### src/rtl/branch_pc_ctrl.sv
// branch_pc_ctrl: resolves a conditional branch in three states and issues a one-cycle PC load
module branch_pc_ctrl #(
    parameter int               WIDTH    = 32,
    parameter logic [WIDTH-1:0] RESET_PC = '0,
    parameter int               CNT_W    = 16
) (
    input  logic             clock,
    input  logic             clear,
    input  logic             start,
    input  logic [1:0]       cond_code,
    input  logic [WIDTH-1:0] bus_in,
    input  logic [WIDTH-1:0] pc_in,
    input  logic [WIDTH-1:0] offset,
    output logic             busy,
    output logic             con_out,
    output logic             pc_load,
    output logic [WIDTH-1:0] pc_next,
    output logic             done,
    output logic [CNT_W-1:0] taken_cnt
);

    typedef enum logic [1:0] {IDLE, EVAL, UPDATE} state_t;

    state_t           state, state_nx;
    logic [1:0]       cc_q;
    logic [WIDTH-1:0] bus_q, pc_q, off_q;
    logic             taken;

    assign busy = (state != IDLE);

    // State register
    always_ff @(posedge clock or negedge clear) begin
        if (!clear) state <= IDLE;
        else        state <= state_nx;
    end

    // Next state: a request walks IDLE -> EVAL -> UPDATE -> IDLE; start is ignored outside IDLE
    always_comb begin
        state_nx = state;
        case (state)
            IDLE:    state_nx = start ? EVAL : IDLE;
            EVAL:    state_nx = UPDATE;
            default: state_nx = IDLE;
        endcase
    end

    // Condition evaluation on the latched operands; brpl treats zero as non-negative
    always_comb begin
        taken = 1'b0;
        case (cc_q)
            2'b00:   taken = (bus_q == '0);
            2'b01:   taken = (bus_q != '0);
            2'b10:   taken = ~bus_q[WIDTH-1];
            default: taken = bus_q[WIDTH-1];
        endcase
    end

    // Operand latch so input changes after the start edge cannot disturb the result
    always_ff @(posedge clock or negedge clear) begin
        if (!clear) begin
            cc_q  <= '0;
            bus_q <= '0;
            pc_q  <= '0;
            off_q <= '0;
        end else if (state == IDLE && start) begin
            cc_q  <= cond_code;
            bus_q <= bus_in;
            pc_q  <= pc_in;
            off_q <= offset;
        end
    end

    // Registered outputs: condition in EVAL, PC/pulses/counter in UPDATE
    always_ff @(posedge clock or negedge clear) begin
        if (!clear) begin
            con_out   <= 1'b0;
            pc_load   <= 1'b0;
            done      <= 1'b0;
            pc_next   <= RESET_PC;
            taken_cnt <= '0;
        end else begin
            done    <= (state == UPDATE);
            pc_load <= (state == UPDATE) && con_out;
            if (state == EVAL) con_out <= taken;
            if (state == UPDATE) begin
                pc_next <= con_out ? pc_q + off_q : pc_q;
                if (con_out && taken_cnt != '1) taken_cnt <= taken_cnt + 1'b1;
            end
        end
    end

endmodule
### config.mk
export PLATFORM = sky130hd
export DESIGN_NAME = branch_pc_ctrl
export DESIGN_NICKNAME = d
export VERILOG_FILES = /design/src/rtl/branch_pc_ctrl.sv
export SDC_FILE = /design/constraint.sdc
export NUM_CORES = 1
export LEC_CHECK = 0
export CAP_MARGIN = 30
export CORE_ASPECT_RATIO = 0.6
export CORE_MARGIN = 4
export CORE_UTILIZATION = 25
export DETAILED_ROUTE_END_ITERATION = 6
export DONT_BUFFER_PORTS = 1
export PLACE_DENSITY = 0.49
export SKIP_LAST_GASP = 1
export SYNTH_ARGS = -nofsm -noshare
export SYNTH_HDL_FRONTEND = slang
export SYNTH_SLANG_ARGS = --single-unit
### constraint.sdc
create_clock -name clock -period 4.25 [get_ports clock]
set_input_delay 0.425 -clock clock [delete_from_list [all_inputs] [get_ports clock]]
set_output_delay 0.425 -clock clock [all_outputs]
set_load 0.1 [all_outputs]
---- After elaboration in Yosys (flattened, before gate mapping) ----
Cells that the tools add are included.
storage, ports and cells
  bits of input ports ..................... 101
  output and inout port bits .............. 52
  word-level logic and storage cells ...... 31
  flip-flop bits (word level) ............. 151
  memories ................................ 0
  bits in latches ......................... 0
  memory bits (writable) .................. 0
  bits in read-only memories .............. 0
cells by class
  bitwise operators ....................... 1
  equal/unequal tests ..................... 5
  reduce and logical (&&, ||, !) cells .... 9
  multipliers ............................. 0
  add/sub/neg operators ................... 2
  multiplexer cells ....................... 4
  shifts and indexed selects .............. 0
  magnitude comparators ................... 0
  div/mod/pow operators ................... 0
operators by type and width
  operator                 number
  $add A32 B32 Y32         1
  $logic_not A32 Y1        1
  $mux W32                 1
  $reduce_bool A32 Y1      1
  $add A16 B1 Y16 const B  1
  $ne A16 B16 Y1 const B   1
  $eq A2 B1 Y1 const B     2
  $eq A2 B2 Y1 const B     2
  $logic_not A2 Y1         2
  $pmux W2 S2              1
  $logic_and A1 B1 Y1      3
  $pmux W1 S3              1
  $reduce_and A2 Y1        1
  $reduce_bool A2 Y1       1
  $mux W1                  1
  $not A1 Y1               1

---- Longest topological paths before layout ----
Gate-level depths: netlist of run 1.
  word-level depth ........................ 3
  gate-level depth with buffers ........... 11
  depth with buffers taken out ............ 11

---- Worst setup path after synthesis of run 1 ----
No wires, ideal clock.
  kind .................................... register to register
  start point ............................. reg taken_cnt[0]
  end point ............................... reg taken_cnt[11]
  slack ................................... 1.431 ns
  clock period less this slack ............ 2.819 ns
  setup time .............................. 0.163 ns
  data required time ...................... 4.087 ns
  path buffers ............................ 0
  data arrival time ....................... 2.657 ns
  stages on the path, launching flop included .. 11
  path through ............................ dfrtp_1 > ha_1 > and3_1 > nand3_1 > nor3_1 > nor2_1 > and4_1 > nand4_1 > inv_1 > and3_1 > xor2_1
on the way
  cells in the longest elaborated chain, start to end .. 3
  elaborated cells on any way between the ends .. 4
  those cells by class .................... 1 x add/sub; 1 x eq/ne; 2 x reduce/logical
ends and longest elaborated chain
  element                                                                  RTL line  source
  from (decl)                                                              19        output logic [CNT_W-1:0] taken_cnt
  from (signal assigned)                                                   87        if (con_out && taken_cnt != '1) taken_cnt <= taken_cnt + 1'b1;
  parallel branches: the longest is 3 deep, another holds $add A16 B1 Y16  n/a
Several ways; the timed one is not identified.
A chain may end at the register's enable or synchronous reset.

---- Final worst setup path of run 1 ----
  start point ............................. reg pc_q[0]
  end point ............................... reg pc_next[26]
on the way
  cells in the longest elaborated chain, start to end .. 2
ends and longest elaborated chain
  element                 RTL line  source
  from (decl)             26        logic [WIDTH-1:0] bus_q, pc_q, off_q;
  from (signal assigned)  68        pc_q <= pc_in;
  $add A32 B32 Y32        86        pc_next <= con_out ? pc_q + off_q : pc_q;
  $mux W32                86
  to (signal assigned)    86
  to (decl)               17        output logic [WIDTH-1:0] pc_next,
Every way passes these cells.

==> impl_metrics.yaml, run 1 <==
status:
  outcome: "finished clean"
synthesis:
  syn_avg_cell_area_um2: 11.6
  synth_cell_types: 52
  ys_warn_count: 0
  synth_top_family_by_area: "multiplexers"
  synth-async-reset-ratio: 1.00
  synth-adder-area-share: 0.0559
  syn_area_mm2: 0.00752
  synth-edff-count: 0
  synthSimpleGateAreaFrac: 0.101
  synthCells: 648
  synth_xor_area_frac: 0.0501
  yosysSeqAreaShare: 0.502
  synth_compound_area_frac: 0.0941
  muxShareOfSynthArea: 0.180
  yosys_most_used_dff: "dfrtp_1"
  syn-num-nets: 782
  synth-seq-cells: 151
min_path:
  hold_path_class: "in2async"
worst_setup_path:
  critPathLaunchType: "flop"
  cp-end-kind: "flop"
  crit_fanout: 5
  path_class: "reg2reg"
  rrSetupSlack_ps: 1120
  required_ps: 4560
  arrival_ps: 3450
clocking:
  ctsLongestPathBuffers: 2
  clock_sinks: 151
  cts_setup_buffers: 0
  hold_buffers: 1
  htree_levels: 4
  insertion_delay_ps: 440
  cts_tree: "yes"
  ctsResizeCount: 0
  root_buffer: "clkbuf_16"
  clk_pin_slew_ps: 70
  cts_made_buffers: 17
timing:
  fin_tns_setup_ps: 0
  relSlewSlack: 0.338
  max_freq_mhz: 319
  hold_viol_final: 0
  worst_clock_skew_ps: 9.83
  slew_viol_final: 0
  fin_crit_sh: 0.737
  whs_ps: 6.31
  tightest_slew_ps: 992
  finalSetupViolCount: 0
  rsz0062_at_grt: "false"
  fin_crit_ps: 3130
floorplanning:
  dieArea_mm2: 0.0330
  initial_core_util: 0.258
  pin_count: 153
  rows: 48
  core_area_mm2: 0.0292
  die_w_um: 232
  die_y_um: 142
detailed_routing:
  vias: 5009
  postRouteAntennaNets: 0
  drt-total-wl_um: 19600
  dr.first_iter.drc_count: 165
  wl_per_cell_um: 18.2
  drt_pre_antenna_iters: 4
  post_drt_via_cell_ratio: 4.64
  drc: 0
global_routing:
  antenna_found_initial: 11
  grt_max_degree: 152
  grt_pass1_wl_um: 30900
  first_global_vias: 5128
  gr-usage-all-layers: 0.123
  grt-ovfl-total: 0
cells_and_area:
  area_delta_synth_final_pct: 16.2
  post-route-util: 0.300
  fill_cells: 3047
  seq_area_mm2: 0.00378
  drive_gt1_frac: 0.240
  finalNetCount: 799
  multiInputGateArea_mm2: 0.00363
flow_run:
  drv_cap: 0
pwr:
  power.density_mw_per_mm2: 817
  p_leak_nw: 3.74
  vdd_drop_max_mv: 0.283
placement:
  place_congestion: 0.758
  hpwl_um: 13800
  portBuffers: 0
synthesized netlist by cell type (all sizes together) (2+ instances only):
master | instances | area share
dfrtp | 151 | 0.50
mux2 | 100 | 0.15
nand2 | 50 | 0.025
o21ai | 45 | 0.030
a21oi | 39 | 0.026
ha | 32 | 0.053
mux2i | 23 | 0.031
xnor2 | 23 | 0.027
clkbuf | 22 | 0.011
xor2 | 20 | 0.023
nor2 | 18 | 0.0090
nand3 | 17 | 0.011
a21o | 12 | 0.012
nor4 | 12 | 0.010
nand4 | 10 | 0.0083
nor3b | 8 | 0.0080
nor2b | 7 | 0.0058
nor3 | 7 | 0.0047
buf | 5 | 0.0028
inv | 5 | 0.0025
and3 | 4 | 0.0033
nand3b | 4 | 0.0057
a211oi | 3 | 0.0037
o21a | 3 | 0.0030
a31oi | 2 | 0.0017
and4 | 2 | 0.0023
nand2b | 2 | 0.0017
o2111ai | 2 | 0.0032
o21bai | 2 | 0.0020
or3 | 2 | 0.0017
path summary, 6_finish.rpt:
path / startpoint / endpoint / cells after the start
min: clear / pc_q[8]$_DFFE_PN0P_ / 1
min reg2reg: state[1]$_DFF_PN0_ / state[1]$_DFF_PN0_ / 1
max: pc_q[0]$_DFFE_PN0P_ / pc_next[26]$_DFFE_PN0P_ / 11
max reg2reg: pc_q[0]$_DFFE_PN0P_ / pc_next[26]$_DFFE_PN0P_ / 11
max in group asynchronous: clear / con_out$_DFFE_PN0P_ / 1
min in group clock: pc_in[5] / pc_q[5]$_DFFE_PN0P_ / 1
placed cells by master, fill, tap and decap left out, types with 3 or more instances in the layout:
cell type / netlist / final
dfrtp_1: 151 / 150
mux2_2: 100 / 100
nand2_1: 50 / 50
o21ai_0: 42 / 42
a21oi_1: 39 / 39
ha_1: 32 / 32
mux2i_1: 23 / 23
xnor2_1: 23 / 23
xor2_1: 20 / 20
buf_4: 0 / 19
nor2_1: 18 / 17
nand3_1: 17 / 17
clkbuf_16: 0 / 17
a21o_1: 12 / 12
nor4_1: 12 / 12
nand4_1: 10 / 10
nor3b_1: 8 / 8
nor2b_1: 7 / 7
nor3_1: 7 / 7
inv_1: 5 / 5
clkinvlp_4: 0 / 5
and3_1: 4 / 4
o21a_1: 3 / 3
nand3b_1: 3 / 3
inv_6: 0 / 3
clkbuf_1: 22 / 3
critical path, stage by stage (launching register included):
cell and delay, ps:
dfrtp_1 400, ha_1 240, fa_1 440, a21o_1 240, a221oi_2 360, o211a_1 240
nor4_1 60, nand3b_4 210, a211oi_1 390, o21ai_0 180, xnor2_1 160, o21ai_0 90
per-layer routing:
layer | GRT usage | wire length [µm] | up-vias | part of all wire
met2 | 0.169 | 8030 | 111 | 0.41
met5 | 0 | 133 | - | 0.0068
met3 | 0.0724 | 1920 | 36 | 0.098
met4 | 0.0302 | 204 | 20 | 0.010
met1 | 0.166 | 9320 | 2455 | 0.48
li1 | - | - | 2387 | -
cell families (layout without fill, tap and decap cells):
kind of cell | Yosys count | count (layout)
muxes | 123 | 123
DFF | 151 | 151
other | 0 | 1
AOI/OAI and AO/OA | 118 | 118
buffers and inverters | 33 | 63
adders and majority gates | 33 | 33
xor gates and xnor gates | 43 | 43
and+or+nand+nor | 147 | 147
cell type report:
| cell class | instances | share of cell area |
|---|---|---|
| inverters | 6 | 0.00258 |
| clock buffers | 20 | 0.0511 |
| well taps | 400 | 0.0572 |
| clock inverters | 12 | 0.0136 |
| repair buffers | 25 | 0.0280 |
| flip-flops and latches | 151 | 0.432 |
| diodes | 1 | 0.000286 |
| multi-input cells | 464 | 0.415 |
flip-flops by register name, summed over array words and instances, names as in the netlist:
signal	flops
bus_q	32
off_q	32
pc_next	32
pc_q	32
taken_cnt	16
cc_q	2
state	2
con_out	1
done	1
pc_load	1
per-stage QoR:
stage | area, µm² | power, W | setup slack, ps | cells
global route | 8740 | 0.00762 | 858 | 1079
detailed placement | 8120 | 0.00565 | 1080 | 1043
finish | 8740 | 0.00714 | 1120 | 1079
floorplan | 7520 | 0.00501 | 1430 | 648
CTS | 8710 | 0.00722 | 1080 | 1076
global placement | 8090 | 0.00561 | 1160 | 1041
where the power goes:
group          total, W  switching, W  leakage (nW)  internal [W]
sequential      0.00315       0.00132          1.82       0.00183
clock           0.00149      0.000660         0.262      0.000829
combinational   0.00251       0.00146          1.66       0.00105
total           0.00714       0.00344          3.74       0.00371
No activity file was read; power rests on OpenSTA's default activity.
==> inputs of run 2 (changes only) <==
==> constraint.sdc (replaced) <==
create_clock -name clock -period 3.25 [get_ports clock]
set_input_delay 0.325 -clock clock [delete_from_list [all_inputs] [get_ports clock]]
set_output_delay 0.325 -clock clock [all_outputs]
set_load 0.1 [all_outputs]
==> run 2 against run 1 <==
Clock skew rose by 1.7 ps. Count of clock-buffer cells in the layout rose by 3. Wire length grew 2.3%. Total power rose by 32%. Combinational power grew 35%. Largest power group unchanged. The run now ends with hold timing left. Global-route usage increased by 0.087 points. Highest routed layer unchanged.
==> impl_metrics.yaml, run 2 (same netlist as run 1, synthesis figures left out) <==
worst_setup_path:
  slowest_stage: "fa_1"
  critPathLaunchType: "flop"
  crit_buf_inv: 0
  cp_top_family: "compound AO/OA/AOI/OAI gates"
  crit_path_cell_trace: "ha_1, fa_1, a21o_1, a221oi_4, o211a_1, nor4_1, nand3b_4, a211o_1, a31oi_1, xor2_1, o21ai_1"
  crit_fanout: 5
  path_class: "reg2reg"
  arrival_ps: 3360
  required_ps: 3570
  slowest_delay_ps: 430
  cp-end-kind: "flop"
timing:
  fin_crit_ps: 3040
  whs_ps: -418
  hold_viol_final: 151
  slew_viol_final: 0
  worst_clock_skew_ps: 11.5
  tightest_slew_ps: 980
  finalSetupViolCount: 0
  fin_crit_sh: 0.936
  rsz0062_at_grt: "false"
  fin_tns_setup_ps: 0
  max_freq_mhz: 329
  relSlewSlack: 0.346
clocking:
  hold_buffers: 21
  clk_pin_slew_ps: 60
  cts_setup_buffers: 0
  root_buffer: "clkbuf_16"
  ctsLongestPathBuffers: 2
  htree_levels: 4
  clock_sinks: 151
  cts_tree: "yes"
  cts_made_buffers: 17
  insertion_delay_ps: 440
floorplanning:
  initial_core_util: 0.258
  pin_count: 153
  rows: 48
  die_y_um: 142
  dieArea_mm2: 0.0330
  core_area_mm2: 0.0292
  die_w_um: 232
cells_and_area:
  post-route-util: 0.308
  area_delta_synth_final_pct: 19.4
  final_cells: 1101
  seq_area_mm2: 0.00378
  final_cell_mix: "dfrtp_1 (150), mux2_2 (100), nand2_1 (50)"
  diodes: 0
  multiInputGateArea_mm2: 0.00364
  drive_gt1_frac: 0.235
  final_area_mm2: 0.00898
  finalNetCount: 822
  fill_cells: 3021
  final_common_cell: "dfrtp_1"
status:
  violations: "hold timing"
  outcome: "finished, violations left"
detailed_routing:
  drt-total-wl_um: 20000
  drc: 0
  drt_pre_antenna_iters: 4
  wl_per_cell_um: 18.2
  dr.first_iter.drc_count: 169
  vias: 5072
  postRouteAntennaNets: 0
  post_drt_via_cell_ratio: 4.61
global_routing:
  grt_max_degree: 152
  antenna_found_initial: 10
  grt_pass1_wl_um: 31100
  first_global_vias: 5161
  grt-ovfl-total: 0
  gr-usage-all-layers: 0.124
placement:
  detailed_place.area_mm2: 0.00815
  place_congestion: 0.793
  hpwl_um: 14000
  dp.cells: 1046
  portBuffers: 0
pwr:
  p_leak_nw: 3.85
  power.density_mw_per_mm2: 1050
  vdd_drop_max_mv: 0.406
flow_run:
  drv_cap: 0
min_path:
  hold_path_class: "in2async"
==> run 2: cell type report <==
class	count	area share
Clock inverter	9	0.00989
Tap cell	400	0.0557
Clock buffer	23	0.0543
Inverter	6	0.00251
Timing Repair Buffer	48	0.0511
Multi-Input combinational cell	464	0.406
Sequential cell	151	0.421
==> run 2: final timing paths <==
check	start	endpoint	slack (ps)	cells past startpoint
min in group clock	pc_in[20]	pc_q[20]$_DFFE_PN0P_	40	1
worst min register to register	state[1]$_DFF_PN0_	state[1]$_DFF_PN0_	480	1
worst max register to register	pc_q[0]$_DFFE_PN0P_	pc_next[24]$_DFFE_PN0P_	210	11
worst max-delay path	pc_q[0]$_DFFE_PN0P_	pc_next[24]$_DFFE_PN0P_	210	11
max in group asynchronous	clear	bus_q[10]$_DFFE_PN0P_	3410	0
worst min-delay path	clear	pc_next[6]$_DFFE_PN0P_	-420	0
==> run 2: through the flow <==
| step | power [W] | worst slack [ps] |
|---|---|---|
| global placement | 0.00734 | 179 |
| detailed placement | 0.00742 | 131 |
| CTS | 0.00949 | 119 |
| global route | 0.0100 | 44.5 |
| finish | 0.00942 | 208 |
| floorplan | 0.00656 | 431 |
==> run 2: repair_timing <==
item	CTS	global route
setup endpoints to repair	0	3
endpoints found under the hold margin	172	151
resized for setup	0	2
==> run 2: power by group <==
| part | leakage (nW) | total, W | switching, W | internal (W) |
|---|---|---|---|---|
| sequential | 1.82 | 0.00408 | 0.00168 | 0.00239 |
| combinational | 1.75 | 0.00338 | 0.00195 | 0.00143 |
| clock | 0.276 | 0.00197 | 0.000830 | 0.00114 |
| total | 3.85 | 0.00942 | 0.00446 | 0.00496 |
==> run 2: layer usage <==
layer / global-route usage / part of all wire / vias up / routed length, µm
met3: 0.0650 / 0.089 / 33 / 1780
met5: 0 / 0.0066 / - / 133
met2: 0.172 / 0.40 / 125 / 8100
met4: 0.0349 / 0.011 / 20 / 229
met1: 0.169 / 0.49 / 2468 / 9810
li1: - / - / 2426 / -
==> inputs of run 3 (changes only) <==
--- a/config.mk
+++ b/config.mk
@@ -12,7 +12,7 @@
 export DETAILED_ROUTE_END_ITERATION = 6
 export DONT_BUFFER_PORTS = 1
 export PLACE_DENSITY = 0.49
-export SKIP_LAST_GASP = 1
 export SYNTH_ARGS = -nofsm -noshare
 export SYNTH_HDL_FRONTEND = slang
 export SYNTH_SLANG_ARGS = --single-unit
+export TNS_END_PERCENT = 50
==> results of run 3 <==
No change in the layout: final DEF, timing and power equal those of run 2.
